$ cat src/rtl/trigger_arbiter.sv
// Arbitrates NREQ edge-triggered sources onto one fixed-width trigger pulse with holdoff.
// Define TRIG_ARB_ROUND_ROBIN_EN for round-robin priority; default is fixed lowest-index.

module trigger_arbiter_src (
  input  logic CLK,
  input  logic RESET,
  input  logic req,
  input  logic en,
  input  logic grant,
  output logic cand,
  output logic lost
);
  logic req_q, pend, edge_det;

  assign edge_det = req & ~req_q & en;
  assign cand     = pend | edge_det;
  // A fresh edge on an already-pending source is lost unless this grant re-arms it.
  assign lost     = edge_det & pend & ~grant;

  always_ff @(posedge CLK) begin
    if (RESET) begin
      req_q <= 1'b1;
      pend  <= 1'b0;
    end else begin
      req_q <= req;
      if (!en)        pend <= 1'b0;
      else if (grant) pend <= pend & edge_det;
      else            pend <= pend | edge_det;
    end
  end
endmodule

module trigger_arbiter #(
  parameter int NREQ = 4,
  parameter int IDW  = 2,
  parameter int SLEN = 5,
  parameter int DEAD = 8,
  parameter int CW   = 16
) (
  input  logic            CLK,
  input  logic            RESET,
  input  logic [NREQ-1:0] REQ,
  input  logic [NREQ-1:0] ENABLE,
  input  logic            CLR_CNT,
  output logic            OUT,
  output logic [IDW-1:0]  OUT_ID,
  output logic            BUSY,
  output logic [CW-1:0]   LOST_CNT
);
  localparam logic [1:0] S_IDLE   = 2'd0;
  localparam logic [1:0] S_ACTIVE = 2'd1;
  localparam logic [1:0] S_HOLD   = 2'd2;

  localparam int CMAX = (SLEN > DEAD) ? SLEN : ((DEAD > 1) ? DEAD : 1);
  localparam int CNTW = $clog2(CMAX + 1);
  localparam int LW   = $clog2(NREQ + 1);
  localparam logic [CW-1:0] LMAX = '1;

  logic [1:0]       state;
  logic [CNTW-1:0]  cnt;
  logic [NREQ-1:0]  cand, lost, grant;
  logic [IDW-1:0]   win;
  logic             take;
  logic [LW-1:0]    n_lost;
  logic [CW+LW-1:0] lsum;

  genvar g;
  generate
    for (g = 0; g < NREQ; g++) begin : g_src
      trigger_arbiter_src u_src (
        .CLK   (CLK),
        .RESET (RESET),
        .req   (REQ[g]),
        .en    (ENABLE[g]),
        .grant (grant[g]),
        .cand  (cand[g]),
        .lost  (lost[g])
      );
    end
  endgenerate

`ifdef TRIG_ARB_ROUND_ROBIN_EN
  logic [IDW-1:0] ptr;
  logic           found;
  int             idx;

  // Search starts at ptr and wraps, so the source after the last grant wins ties.
  always_comb begin
    win   = '0;
    found = 1'b0;
    idx   = 0;
    for (int k = 0; k < NREQ; k++) begin
      idx = int'(ptr) + k;
      if (idx >= NREQ) idx = idx - NREQ;
      if (!found && cand[idx]) begin
        found = 1'b1;
        win   = IDW'(idx);
      end
    end
  end

  always_ff @(posedge CLK) begin
    if (RESET)     ptr <= '0;
    else if (take) ptr <= (win == IDW'(NREQ - 1)) ? '0 : win + 1'b1;
  end
`else
  always_comb begin
    win = '0;
    for (int i = NREQ - 1; i >= 0; i--)
      if (cand[i]) win = IDW'(i);
  end
`endif

  assign take = (state == S_IDLE) && (|cand);
  assign BUSY = (state != S_IDLE);

  always_comb begin
    grant = '0;
    if (take) grant[win] = 1'b1;
  end

  always_comb begin
    n_lost = '0;
    for (int i = 0; i < NREQ; i++) n_lost = n_lost + LW'(lost[i]);
    lsum = (CW+LW)'(LOST_CNT) + (CW+LW)'(n_lost);
  end

  always_ff @(posedge CLK) begin
    if (RESET || CLR_CNT)             LOST_CNT <= '0;
    else if (lsum > (CW+LW)'(LMAX))   LOST_CNT <= LMAX;
    else                              LOST_CNT <= lsum[CW-1:0];
  end

  // cnt holds remaining cycles minus one in ACTIVE and HOLD.
  always_ff @(posedge CLK) begin
    if (RESET) begin
      state  <= S_IDLE;
      OUT    <= 1'b0;
      OUT_ID <= '0;
      cnt    <= '0;
    end else begin
      case (state)
        S_IDLE: if (take) begin
          state  <= S_ACTIVE;
          OUT    <= 1'b1;
          OUT_ID <= win;
          cnt    <= CNTW'(SLEN - 1);
        end
        S_ACTIVE: if (cnt == '0) begin
          OUT <= 1'b0;
          if (DEAD == 0) state <= S_IDLE;
          else begin
            state <= S_HOLD;
            cnt   <= CNTW'((DEAD > 0) ? DEAD - 1 : 0);
          end
        end else cnt <= cnt - 1'b1;
        S_HOLD: if (cnt == '0) state <= S_IDLE;
                else           cnt   <= cnt - 1'b1;
        default: state <= S_IDLE;
      endcase
    end
  end
endmodule

$ cat config.mk
export PLATFORM = sky130hd
export DESIGN_NAME = trigger_arbiter
export DESIGN_NICKNAME = d
export VERILOG_FILES = /design/src/rtl/trigger_arbiter.sv
export SDC_FILE = /design/constraint.sdc
export NUM_CORES = 1
export LEC_CHECK = 0
export BUFFER_PORTS_ARGS = -buffer_cell sky130_fd_sc_hd__buf_2
export CAP_MARGIN = 20
export CORE_MARGIN = 8
export CORE_UTILIZATION = 50
export DETAILED_ROUTE_END_ITERATION = 12
export PLACE_DENSITY_LB_ADDON = 0.3
export SETUP_SLACK_MARGIN = 0.5
export SKIP_LAST_GASP = 1
export SYNTH_ARGS = -nofsm -noshare
export SYNTH_HDL_FRONTEND = slang
export SYNTH_SLANG_ARGS = --single-unit
$ cat constraint.sdc
create_clock -name CLK -period 4.3 [get_ports CLK]
set_input_delay 0.215 -clock CLK [delete_from_list [all_inputs] [get_ports CLK]]
set_output_delay 0.215 -clock CLK [all_outputs]
set_load 0.02 [all_outputs]
==> flow_summary.ini, run 1 <==
[finish]
nFillCells = 363
final_nets = 260
final_util_pct = 59.4
stdcell_area_um2 = 2160
diodes = 0
instances_no_fill = 289
drive_gt1_share_pct = 22.4
multiInputGateArea_um2 = 1130
mostFrequentLayoutCell = dfxtp_1
final-seq-area_um2 = 661
area_growth_pct = 15.7
layout_common_cells = dfxtp_1, buf_2, a21oi_1, inv_1, nor2_1

[synth]
synthTopCellsByArea = dfxtp_1, a21oi_1, ha_1
synth_top_area_share_pct = 35.4
ys_async_sr_fraction_pct = 0
synth_edf_count = 0
synth_area_um2 = 1870
ys.flop_type = dfxtp_1
syn_nets = 229
synthCells = 209
ys_types = 47
synth-seq-area-share_pct = 35.4
synth_area_per_cell_um2 = 8.93
synth_warnings = 0
ys_ff_latch = 33
synth_top_area_cell = dfxtp_1

[sta]
fin_tns_setup_ns = 0
final.min_clock_period_ns = 3.51
finalHoldViolCount = 0
setup_ws_ns = 0.793
finalSetupViolations = 0
final_max_slew_viol_count = 0
worst_slew_pin_slew_ns = 0.696
min_period_over_period_pct = 81.6
hold_ws_ns = 0.150
finClkSkew_ns = 0.00886
rsz0062_at_grt = no
maxSlewHeadroom_pct = 53.5
max_freq_mhz = 285

[global_routing]
grt_pass1_vias = 1565
grt_start_max_net_pins = 26
antenna_found_initial = 0
grt_pass1_wl_mm = 6.93
grt-ovfl-total = 0
grt_util_all_layers_pct = 13.9

[detailed_routing]
ant_nets = 0
routed_wl_mm = 3.94
drc = 0
drtIter0Drc = 62
num_vias = 1591
dr.pass1.iters = 4
route.detailed.wl_per_inst_um = 13.6
via_per_inst = 5.51

[pwr]
vdd_ir_drop_max_uv = 226
powerDensity_nw_per_um2 = 317
p_leak_nw = 0.939
power.total_uw = 685

[clock_network]
cts_buffers = 5
cts-root-buf = clkbuf_8
tritoncts = done
clk_pin_slew_worst_paths_ns = 0.07
h-tree-depth = 2
postCtsSetupRepairBufs = 0
clk_path_buf_depth = 2
clock_latency_ns = 0.28
cts_sinks = 33

[hold_path]
hp-class = in -> reg
hp-start = REQ[1]

[critical_path]
required_ns = 4.52
setup.worst_path.start_class = register
r2r_start = state[0]
critPathLaunch = state[0]
r2r_slack_ns = 0.79
worst_setup_path_end_kind = register
arrival_ns = 3.72
crit_fanout = 8
crit_type = reg -> reg

[outcome]
status = completed

[placed_design]
dpl.hpwl_mm = 3.02
place_area_um2 = 2050
dp_slack_ns = 0.700
dp.cells = 281
portBuffers = 30
routabilityCongestion = 0.844

[floorplan]
core_um2 = 3630
io_pins = 31
die_h_um = 77.1
rows = 22
start_util_pct = 51.4
die_w_um = 77.1
dieArea_um2 = 5950

[flow_run]
maxCapViolCount = 0
## area by class of cell
| cell class | instances | share of cell area [%] |
|---|---|---|
| multi-input combinational | 156 | 52.5 |
| clock buffer | 7 | 4.46 |
| clock inverter | 1 | 0.232 |
| tap | 48 | 2.78 |
| inverter | 14 | 2.43 |
| timing repair buffer | 30 | 6.95 |
| sequential | 33 | 30.6 |
## registers in the layout, summed over array words and instances, names as in the netlist
signal,cells
LOST_CNT,16
OUT,1
OUT_ID,2
cnt,4
g_src.u_src.pend,4
g_src.u_src.req_q,4
state,2
## cell usage after synthesis (all sizes together), types with 3 or more instances
| library cell | count |
|---|---|
| a211oi | 4 |
| nor2b | 7 |
| clkbuf | 5 |
| maj3 | 3 |
| nand3 | 5 |
| and3b | 5 |
| ha | 6 |
| and3 | 6 |
| nand3b | 3 |
| a211o | 5 |
| nor3 | 4 |
| a21oi | 15 |
| a21o | 3 |
| inv | 14 |
| nor2 | 12 |
| xnor2 | 4 |
| nand2b | 9 |
| dfxtp | 33 |
| fa | 3 |
| xor2 | 4 |
| nand2 | 10 |
| nand4 | 7 |
| mux2i | 4 |
| or2 | 7 |
| o21ai | 6 |
## report_power, final
part,switching (mW),total [mW],internal [mW]
combinational,0.0660,0.112,0.0462
sequential,0.00740,0.324,0.317
clock,0.104,0.248,0.144
total,0.177,0.685,0.508
## final timing paths
kind                            cells after the start              endpoint
worst max register to register                     13          LOST_CNT[13]
worst max-delay path                               13          LOST_CNT[13]
worst min-delay path                                2  g_src[1].u_src.req_q
worst min register to register                      2             OUT_ID[1]
## layer usage
metal / global-route usage (%) / vias to the layer above / routed length (µm)
met5: 0 / - / 0
met4: 5.09 / 0 / 60
met3: 5.59 / 7 / 227
met2: 22.7 / 25 / 1820
met1: 16.0 / 745 / 1830
li1: - / 814 / -
## worst max-delay path: stages (launching register included)
cell and delay (ns):
dfxtp_1 0.33, inv_1 0.11, ha_2 0.26, nor2b_1 0.22
nand4_1 0.21, nand3_1 0.15, fa_1 0.44, fa_1 0.47
inv_1 0.08, fa_1 0.19, and3_1 0.29, nand4_1 0.19
nor3_1 0.33, a311o_1 0.16
## cell families (layout without fill, tap and decap cells)
logic type | count (synthesis) | count (layout) | share of synthesized area, %
XOR/XNOR | 8 | 8 | 3.75
AO/OA/AOI/OAI | 48 | 48 | 18.6
flip-flops | 33 | 33 | 35.4
buffers and inverters | 20 | 52 | 4.09
multiplexers | 4 | 4 | 2.14
adder cells (fa/ha/maj) | 12 | 12 | 8.85
AND/OR/NAND/NOR | 84 | 84 | 27.2
## repair_timing
action                                  CTS  global route
endpoints found under the setup margin    0            13
gates resized for setup                   0             2
hold buffers                              0             0
endpoints found under the hold margin     0             0
Note: power is estimated with default switching activity, not from simulation.
==> run 2, diff against run 1 <==
- clock period: 4.3 -> 2.84 ns (I/O delays scaled with it)
==> run 2 against run 1 <==
The run now ends with setup timing left; cell count rose by 6.2%; clock-buffer cell count did not move; power rose by 55%; clock skew rose by 0.0012 ns; via count rose by 6.9%; non-clock buffer count rose by 19; sequential share of layout area fell by 3.2 points; combinational power rose by 96%; core utilization rose by 7.3 points; die area did not move; critical path depth did not move; maximum frequency rose by 21%; critical path type unchanged; largest power group unchanged.
==> flow_summary.ini, run 2 (synthesis results as in run 1) <==
[global_routing]
grt_start_max_net_pins = 26
grt_pass1_wl_mm = 7.42
grt-ovfl-total = 0
antenna_found_initial = 0
grt_util_all_layers_pct = 15.1
grt_pass1_vias = 1660

[clock_network]
cts_sinks = 33
cts_hold_buf = 0
clk_pin_slew_worst_paths_ns = 0.07
clock_latency_ns = 0.29
tritoncts = done
h-tree-depth = 2
cts-root-buf = clkbuf_8
clk_path_buf_depth = 2
cts_buffers = 5

[critical_path]
setup.worst_path.start_class = register
worst_setup_path_end_kind = register
crit_type = reg -> reg
required_ns = 3.00
crit_fanout = 3
arrival_ns = 3.06

[finish]
nFillCells = 282
regMostFlops = LOST_CNT
drive_gt1_share_pct = 37.5
area_growth_pct = 29.8
diodes = 0
stdcell_area_um2 = 2420
final_nets = 279
multiInputGateArea_um2 = 1270
final-seq-area_um2 = 663
layout_common_cells = dfxtp_1, buf_2, buf_4, nor2_1, inv_1
largest_register_ffs = 16
mostFrequentLayoutCell = dfxtp_1

[floorplan]
die_h_um = 77.1
rows = 22
dieArea_um2 = 5950
die_w_um = 77.1
start_util_pct = 51.4
io_pins = 31
core_um2 = 3630

[sta]
worst_slew_pin_slew_ns = 0.699
finalHoldViolCount = 0
rsz0062_at_grt = yes
setup_ws_ns = -0.0591
final.min_clock_period_ns = 2.90
maxSlewHeadroom_pct = 53.3
max_freq_mhz = 345
final_max_slew_viol_count = 0
min_period_over_period_pct = 102
finClkSkew_ns = 0.0100
finalSetupViolations = 4

[outcome]
status = finished, violations left
violations = setup timing

[placed_design]
dpl.hpwl_mm = 3.18
portBuffers = 30
place_area_um2 = 2170
routabilityCongestion = 0.857

[detailed_routing]
drtIter0Drc = 72
drc = 0
via_per_inst = 5.54
num_vias = 1701
route.detailed.wl_per_inst_um = 15.3
routed_wl_mm = 4.69
dr.pass1.iters = 4
ant_nets = 0

[pwr]
p_sw_uw = 285
power.total_mw = 1.06
p_sw_share_pct = 26.9
p_leak_nw = 1.03
pwr-share-comb_pct = 20.7
vdd_ir_drop_max_uv = 247
powerDensity_nw_per_um2 = 438
power_frac_seq_pct = 46.4
p_int_uw = 776
p_clk_share_pct = 32.9

[flow_run]
maxCapViolCount = 0

[hold_path]
hp-class = in -> reg
## run 2: cell count changes in the layout (fill, tap and decap cells not counted), sizes merged
cell    before  now
buf         30   49
clkinv       1    0
## run 2: stage by stage
step | util [%] | hold slack, ns | std cells | setup TNS [ns] | worst slack (ns)
floorplan | - | 0.246 | 209 | -2.47 | -0.212
global route | 66.7 | 0.0833 | 307 | -1.64 | -0.176
finish | 66.7 | 0.0780 | 307 | -0.129 | -0.0591
detailed placement | 59.7 | 0.369 | 293 | -0.954 | -0.0964
global placement | 59.7 | 0.355 | 293 | -0.144 | -0.0302
CTS | 64.4 | 0.0710 | 303 | -0.260 | -0.0840
## run 2: final cells by class
| class | count | share of cell area (%) |
|---|---|---|
| Sequential cell | 33 | 27.4 |
| Tap cell | 48 | 2.48 |
| Inverter | 14 | 2.17 |
| Clock buffer | 7 | 3.56 |
| Timing Repair Buffer | 49 | 12.1 |
| Multi-Input combinational cell | 156 | 52.3 |
## run 2: final timing paths
path	cells past startpoint	from	slack, ns	end
worst min-delay path	2	REQ[1]	0.08	g_src[1].u_src.req_q
worst max-delay path	13	state[0]	-0.06	LOST_CNT[13]
worst min register to register	2	OUT	0.48	OUT
worst max register to register	13	state[0]	-0.06	LOST_CNT[13]
## run 2: timing repair
item | in CTS | in global routing
buffers inserted | 3 | 4
setup endpoints to repair | 16 | 16
resized for setup | 16 | 9
pin swaps | 7 | 11
## run 2: layer usage
layer,share of wire (%),track usage (%),up-vias
li1,-,-,850
met1,44,16.9,817
met2,50,26.1,30
met3,4.8,4.90,4
met4,0.94,5.47,0
met5,0,0,-
## run 2: worst max-delay path, cell delays in order (launching register included)
cell and delay, ns:
dfxtp_2 0.34, inv_2 0.05, ha_4 0.15, nor2b_4 0.12
nand4_1 0.11, nand3_2 0.10, fa_1 0.55, fa_2 0.24
inv_2 0.04, fa_2 0.33, and3_4 0.17, nand4_1 0.18
nor3_2 0.08, a311o_1 0.33
## run 2: power groups by stage
stage	logic, mW	clock network, mW	registers, mW
3_3_place_gp	0.201	0	0.501
3_5_place_dp	0.204	0	0.502
6_report	0.220	0.349	0.492
4_1_cts	0.211	0.357	0.492
2_1_floorplan	0.129	0	0.507
5_1_grt	0.240	0.378	0.494
